$ cat config.mk
export PLATFORM = sky130hd
export DESIGN_NAME = pc_fetch_ctrl
export DESIGN_NICKNAME = d
export VERILOG_FILES = /design/src/rtl/pc_fetch_ctrl.sv
export SDC_FILE = /design/constraint.sdc
export NUM_CORES = 1
export LEC_CHECK = 0
export ABC_CLOCK_PERIOD_IN_PS = 1300
export CAP_MARGIN = 15
export CORE_ASPECT_RATIO = 0.9
export CORE_MARGIN = 8
export CORE_UTILIZATION = 32
export DETAILED_ROUTE_END_ITERATION = 6
export GPL_TIMING_DRIVEN = 1
export PLACE_DENSITY = 0.87
export SYNTH_ARGS = -nofsm -noshare
export SYNTH_HDL_FRONTEND = slang
export SYNTH_SLANG_ARGS = --single-unit
export TNS_END_PERCENT = 5
$ cat constraint.sdc
create_clock -name clk -period 1.3 [get_ports clk]
set_input_delay 0.26 -clock clk [delete_from_list [all_inputs] [get_ports clk]]
set_output_delay 0.26 -clock clk [all_outputs]
set_load 0.1 [all_outputs]
$ cat src/rtl/pc_fetch_ctrl.sv
`default_nettype none
// ============================================================================
//  Module   : pc_fetch_ctrl
//  Purpose  : Fetch sequencer for the PC datapath. Drives the PC-register
//             load enable and the next-PC select (PC+4 / PC+ImmOp), runs a
//             req/ack handshake to instruction memory at address PC, holds PC
//             while stalled, defers taken branches to the next fetch
//             completion and flags memory timeouts.
//  Ports    : clk         in   rising-edge clock
//             rst         in   asynchronous active-low reset
//             PC          in   current PC from PC register
//             stall       in   1 = do not start a new fetch
//             branch_req  in   taken-branch pulse from decode
//             imem_ack    in   instruction memory data valid
//             imem_rdata  in   instruction memory read data
//             imem_req    out  fetch request
//             imem_addr   out  fetch address (always PC)
//             pc_en       out  PC register load enable
//             PCsrc       out  0 = PC+4, 1 = PC+ImmOp
//             instr       out  last fetched instruction
//             instr_valid out  one-cycle pulse, instr updated
//             fetch_err   out  sticky timeout flag
//  Revision : 1.0  initial release
// ============================================================================
module pc_fetch_ctrl #(
  parameter int WIDTH    = 32,
  parameter int DATA_W   = 32,
  parameter int MAX_WAIT = 8
) (
  input  logic              clk,
  input  logic              rst,
  input  logic [WIDTH-1:0]  PC,
  input  logic              stall,
  input  logic              branch_req,
  input  logic              imem_ack,
  input  logic [DATA_W-1:0] imem_rdata,
  output logic              imem_req,
  output logic [WIDTH-1:0]  imem_addr,
  output logic              pc_en,
  output logic              PCsrc,
  output logic [DATA_W-1:0] instr,
  output logic              instr_valid,
  output logic              fetch_err
);

  localparam int CNT_W = $clog2(MAX_WAIT + 1);
  localparam logic [CNT_W-1:0] C_LAST_WAIT = CNT_W'(MAX_WAIT - 1);

  typedef enum logic [1:0] {
    S_BOOT  = 2'd0,
    S_ISSUE = 2'd1,
    S_WAIT  = 2'd2,
    S_ERROR = 2'd3
  } state_t;

  state_t             state_q, state_d;
  logic               branch_pend_q, branch_pend_d;
  logic [CNT_W-1:0]   wait_cnt_q, wait_cnt_d;
  logic               fetch_err_q, fetch_err_d;
  logic [DATA_W-1:0]  instr_q, instr_d;
  logic               instr_valid_q, instr_valid_d;

  always_ff @(posedge clk or negedge rst) begin
    if (!rst) begin
      state_q       <= S_BOOT;
      branch_pend_q <= 1'b0;
      wait_cnt_q    <= '0;
      fetch_err_q   <= 1'b0;
      instr_q       <= '0;
      instr_valid_q <= 1'b0;
    end else begin
      state_q       <= state_d;
      branch_pend_q <= branch_pend_d;
      wait_cnt_q    <= wait_cnt_d;
      fetch_err_q   <= fetch_err_d;
      instr_q       <= instr_d;
      instr_valid_q <= instr_valid_d;
    end
  end

  always_comb begin
    state_d       = state_q;
    branch_pend_d = branch_pend_q;
    wait_cnt_d    = wait_cnt_q;
    fetch_err_d   = fetch_err_q;
    instr_d       = instr_q;
    instr_valid_d = 1'b0;
    imem_req      = 1'b0;
    imem_addr     = PC;
    pc_en         = 1'b0;
    PCsrc         = 1'b0;

    case (state_q)
      S_BOOT: begin
        state_d = S_ISSUE;
      end

      S_ISSUE: begin
        if (branch_req) branch_pend_d = 1'b1;
        if (!stall) begin
          state_d    = S_WAIT;
          wait_cnt_d = '0;
        end
      end

      S_WAIT: begin
        // stall is deliberately not consulted: an issued fetch always completes
        imem_req = 1'b1;
        if (imem_ack) begin
          pc_en         = 1'b1;
          // a branch arriving together with the ack is consumed directly
          PCsrc         = branch_pend_q | branch_req;
          instr_d       = imem_rdata;
          instr_valid_d = 1'b1;
          branch_pend_d = 1'b0;
          state_d       = S_ISSUE;
        end else begin
          if (branch_req) branch_pend_d = 1'b1;
          wait_cnt_d = wait_cnt_q + CNT_W'(1);
          if (wait_cnt_q == C_LAST_WAIT) begin
            state_d     = S_ERROR;
            fetch_err_d = 1'b1;
          end
        end
      end

      S_ERROR: begin
        fetch_err_d = 1'b1;
      end

      default: begin
        state_d = S_BOOT;
      end
    endcase
  end

  assign instr       = instr_q;
  assign instr_valid = instr_valid_q;
  assign fetch_err   = fetch_err_q;

endmodule
`default_nettype wire

==> out/qor.yml, run 1 <==
status: "finished with violations"
failed_checks: "negative setup slack"
yosys_warnings: 0
ctsHtreeMaxLevel: 2
rows: 27
drive_above_1_share_pct: 47.7
min_path_type: "input port to asynchronous set/reset pin"
cp-start-kind: "register"
dp_hpwl_um: 3440
synth_top_area_share_pct: 51.9
vias: 1329
crit_path_end_kind: "output port"
grt_pass1_vias: 1471
avgSynthCellArea_um2: 12.7
clk_latency_ns: 0.28
grt_overflow: 0
syn_nets: 228
avgViaCountPerCell: 4.61
routed.top_layer: "met4"
cp.arrival_ns: 1.27
cts_buffer_depth: 2
final_cell_mix: "41 x dfrtp_1, 40 x buf_12, 35 x clkdlybuf4s50_1, 30 x mux2_2, 13 x buf_4"
setup_viol: 38
clock-sinks: 41
groute.usage.overall_pct: 10.3
dr.first_iter.drc_count: 17
synthDistinctLibCells: 24
cp_cell_sequence: "inv_2, ha_4, nand2_8, nor2_4, buf_12"
cts_tree: "done"
drc: 0
post-route-period-util_pct: 118
synth_area_leaders: "dfrtp_1 52%, mux2_2 17%, buf_4 12%"
antenna_found_initial: 0
final_common_cell: "dfrtp_1"
wl_per_cell_um: 15.4
slowest_stage: "dfrtp_1"
core-area_um2: 6050
wl_met2_um: 2120
ios: 138
critPathKind: "register to output port"
fin_ws_ns: -0.235
slew_violations: 0
drt-total-wl_um: 4450
wl_met3_um: 363
die_height_um: 90.5
grt_max_degree: 42
ys_ff_latch: 41
cts_made_buffers: 5
rr_worst_depth: 5
max_freq_mhz: 652
clockRootBuffer: "clkbuf_8"
finalHoldViolCount: 0
gp_congestion: 0.814
nNetsFinal: 289
ant_nets: 0
tightest_slew_ns: 0.234
seq_area_frac_synth_pct: 51.9
num_antenna_cells: 0
routedLengthMet1_um: 1940
syn_area_um2: 1980
cpPeakStageDelay_ns: 0.40
required_ns: 1.04
flow.area_growth_from_synthesis_pct: 62.6
port_buffers: 73
dieWidth_um: 98.8
synth_cells: 155
die-area_um2: 8950
rsz0062_at_grt: "yes"
firstDrtPassIters: 4
grt_first_pass_wirelength_um: 7450
finClkSkew_ns: 0.00495
start_util_pct: 32.7
max-cap-violations: 0
slew_headroom_pct: 84.4
finalCriticalPeriod_ns: 1.53
synth_top_cell_by_area: "dfrtp_1"
cts.clk_slew.worst_paths_ns: 0.07
worstPathMaxFanout: 4
post-place-ws_ns: -0.246
[critical path: cells and delay by family, from the launching register on]
family | cells | cell delay, ns
AND/OR/NAND/NOR | 2 | 0.18
adder cells (fa/ha/maj) | 1 | 0.16
flip-flops | 1 | 0.40
buffers and inverters | 2 | 0.26
[kinds of logic (layout without fill, tap and decap cells)]
| kind of cell | after synthesis | after routing | synth area share [%] |
|---|---|---|---|
| buffers and inverters | 42 | 103 | 15.3 |
| DFF | 41 | 41 | 51.9 |
| and+or+nand+nor | 14 | 14 | 4.43 |
| adders and majority gates | 4 | 4 | 2.53 |
| AOI/OAI and AO/OA | 20 | 20 | 6.59 |
| muxes | 34 | 34 | 19.3 |
[routing by layer]
metal  GRT usage (%)  vias up
met5               0        -
met4            2.55        0
met3            5.01        4
met2            16.4       60
met1            12.0      645
li1                -      620
[flip-flops by register name, indices dropped and copies added, names as in the netlist]
signal	cells
fetch_err	1
wait_cnt_q	4
instr_valid	1
instr	32
state_q	2
branch_pend_q	1
[Yosys cell counts]
cell type and instances:
dfrtp_1 41, buf_4 32, mux2_2 30, a21oi_1 8, o2bb2ai_1 6, inv_1 5
ha_1 4, nor2_1 4, buf_6 3, o21ai_0 3, mux2_1 2, mux2i_1 2
nand2_1 2, nand4b_1 2, nor2b_1 2, a211oi_1 1, a22oi_1 1, and3b_1 1
buf_2 1, clkbuf_1 1, nand2_4 1, nand2b_1 1, nor4b_1 1, o21bai_1 1
[stage by stage]
stage,setup TNS (ns),std cells,util [%],area (um^2),hold slack (ns)
finish,-5.10,288,53.1,3210,0.485
detailed placement,-8.78,276,50.2,3040,0.250
global route,-7.27,288,53.1,3210,0.515
global placement,-7.83,276,50.2,3040,0.247
CTS,-5.43,287,52.6,3180,0.467
floorplan,-8.14,155,-,2000,-0.0356
[path summary, 6_finish.rpt]
kind / end / slack (ns) / from
setup reg to reg: instr[19] / -0.15 / state_q[1]
setup / recovery: PCsrc / -0.23 / state_q[0]
min in group clk: imem_addr[0] / 0.52 / PC[0]
max in group asynchronous: state_q[0] / 0.61 / rst
hold reg to reg: fetch_err / 0.55 / fetch_err
hold / removal: instr[31] / 0.48 / rst
[cell type report]
type	count	area, um^2
clock buffer	7	86.3
fill	496	2840
inverter	5	22.5
multi-input combinational	72	712
sequential	41	1030
tap	72	90.1
timing repair buffer	91	1270
[what timing repair did]
item	CTS	global route
pin swaps	1	2
setup endpoints to repair	39	41
resized for setup	8	5
buffers inserted	3	1
hold endpoints to repair	41	0
hold buffers	1	0
Power of run 1 is left out: the tool's default activity adds up to more than one toggle a clock period on the data nets, which glitch-free logic cannot reach.
==> inputs of run 2 (changes only) <==
--- a/config.mk
+++ b/config.mk
@@ -13,6 +13,7 @@
 export DETAILED_ROUTE_END_ITERATION = 6
 export GPL_TIMING_DRIVEN = 1
 export PLACE_DENSITY = 0.87
+export RECOVER_POWER = 50
 export SYNTH_ARGS = -nofsm -noshare
 export SYNTH_HDL_FRONTEND = slang
 export SYNTH_SLANG_ARGS = --single-unit
==> out/qor.yml, run 2 (synthesis results as in run 1) <==
max_freq_mhz: 652  # unchanged
cts_tree: "done"
wl_per_cell_um: 15.4  # -0.27%
num_antenna_cells: 0  # unchanged
fin_ws_ns: -0.235  # unchanged
start_util_pct: 32.7  # unchanged
groute.usage.overall_pct: 10.3  # unchanged
setup_viol: 38  # unchanged
vias: 1327  # -0.15%
r2r_slack_ns: -0.15  # about the same
max-cap-violations: 0  # unchanged
final_cell_mix: "41 x dfrtp_1, 39 x buf_12, 35 x clkdlybuf4s50_1, 30 x mux2_2, 13 x buf_4"
worstPathMaxFanout: 4  # unchanged
grt_max_degree: 42  # unchanged
dp_hpwl_um: 3440  # unchanged
clock-sinks: 41  # unchanged
rsz0062_at_grt: "yes"
post-place-ws_ns: -0.246  # unchanged
cts.clk_slew.worst_paths_ns: 0.07  # about the same
die_height_um: 90.5  # unchanged
cts_made_buffers: 5  # unchanged
finClkSkew_ns: 0.00500  # +0.0000446 ns
ios: 138  # unchanged
drt-total-wl_um: 4430  # -0.27%
crit_end: "PCsrc"
crit_path_end_kind: "output port"
nNetsFinal: 289  # unchanged
required_ns: 1.04  # about the same
ant_nets: 0  # unchanged
die-area_um2: 8950  # unchanged
grt_first_pass_wirelength_um: 7450  # unchanged
slew_headroom_pct: 62.9  # -21 points
placed_cell_area_um2: 3040  # unchanged
cts_buffer_depth: 2  # unchanged
dieWidth_um: 98.8  # unchanged
finalHoldViolCount: 0  # unchanged
finalCriticalPeriod_ns: 1.53  # unchanged
dr.first_iter.drc_count: 17  # unchanged
r2r_end: "instr[19]"
critPathKind: "register to output port"
clockRootBuffer: "clkbuf_8"
slew_violations: 0  # unchanged
status: "finished with violations"
drc: 0  # unchanged
largest_reg_flops: 32  # unchanged
reg2reg_from: "state_q[1]"
post-route-period-util_pct: 118  # unchanged
placedCellCount: 276  # unchanged
layout.cells.non_filler: 288  # unchanged
grt_pass1_vias: 1471  # unchanged
min_path_type: "input port to output port"
antenna_found_initial: 0  # unchanged
crit_start: "state_q[0]"
port_buffers: 73  # unchanged
final_common_cell: "dfrtp_1"
grt_overflow: 0  # unchanged
core-area_um2: 6050  # unchanged
tightest_slew_ns: 0.557  # +0.323 ns
cp.arrival_ns: 1.27  # about the same
flow.area_growth_from_synthesis_pct: 61.9
cp-start-kind: "register"
failed_checks: "negative setup slack"
rr_worst_depth: 5  # unchanged
ctsHtreeMaxLevel: 2  # unchanged
firstDrtPassIters: 4  # unchanged
design_area_um2: 3200  # -0.39%
avgViaCountPerCell: 4.61  # -0.15%
rows: 27  # unchanged
clk_latency_ns: 0.28  # about the same
gp_congestion: 0.814  # unchanged
drive_above_1_share_pct: 47.7  # unchanged
final_util_pct: 52.9  # -0.21 points
## run 2: layer usage
layer	wire [um]	global-route usage, %	part of all wire, %
met1	1870	12.0	42
met2	2120	16.4	48
met3	410	5.01	9.2
met4	29	2.55	0.65
met5	0	0	0
## run 2: metrics by stage
| step | TNS, ns | hold WS [ns] |
|---|---|---|
| 2_1_floorplan | -8.14 | -0.0356 |
| 3_3_place_gp | -7.83 | 0.247 |
| 3_5_place_dp | -8.78 | 0.250 |
| 4_1_cts | -5.43 | 0.467 |
| 5_1_grt | -7.27 | 0.520 |
| 6_report | -5.09 | 0.520 |
## run 2: final cells by class
cell class,count,area (um^2)
inverters,5,22.5
well taps,72,90.1
flip-flops and latches,41,1030
fillers,498,2850
repair buffers,91,1260
multi-input cells,72,712
clock buffers,7,86.3
## run 2: how the worst min path moves through the flow
stage | startpoint | end | slack (ns) | cells past startpoint
floorplan | rst | branch_pend_q | -0.04 | 0
global placement | rst | instr[9] | 0.25 | 2
detailed placement | rst | instr[31] | 0.25 | 2
CTS | rst | instr[1] | 0.47 | 3
global route | PC[21] | imem_addr[21] | 0.52 | 0
finish | PC[0] | imem_addr[0] | 0.52 | 0
## run 2: repair_timing
action | in CTS | in global routing
pin swaps | 1 | 2
buffers inserted | 3 | 1
hold endpoints to repair | 41 | 0
gates resized for setup | 8 | 5
hold buffers | 1 | 0
endpoints found under the setup margin | 39 | 41
## run 2: worst max-delay path: stages, from the launching register on
cell	delay (ns)
dfrtp_1	0.40
inv_2	0.08
ha_4	0.16
nand2_8	0.07
nor2_4	0.11
buf_12	0.18
Power of run 2 is left out for the same reason.
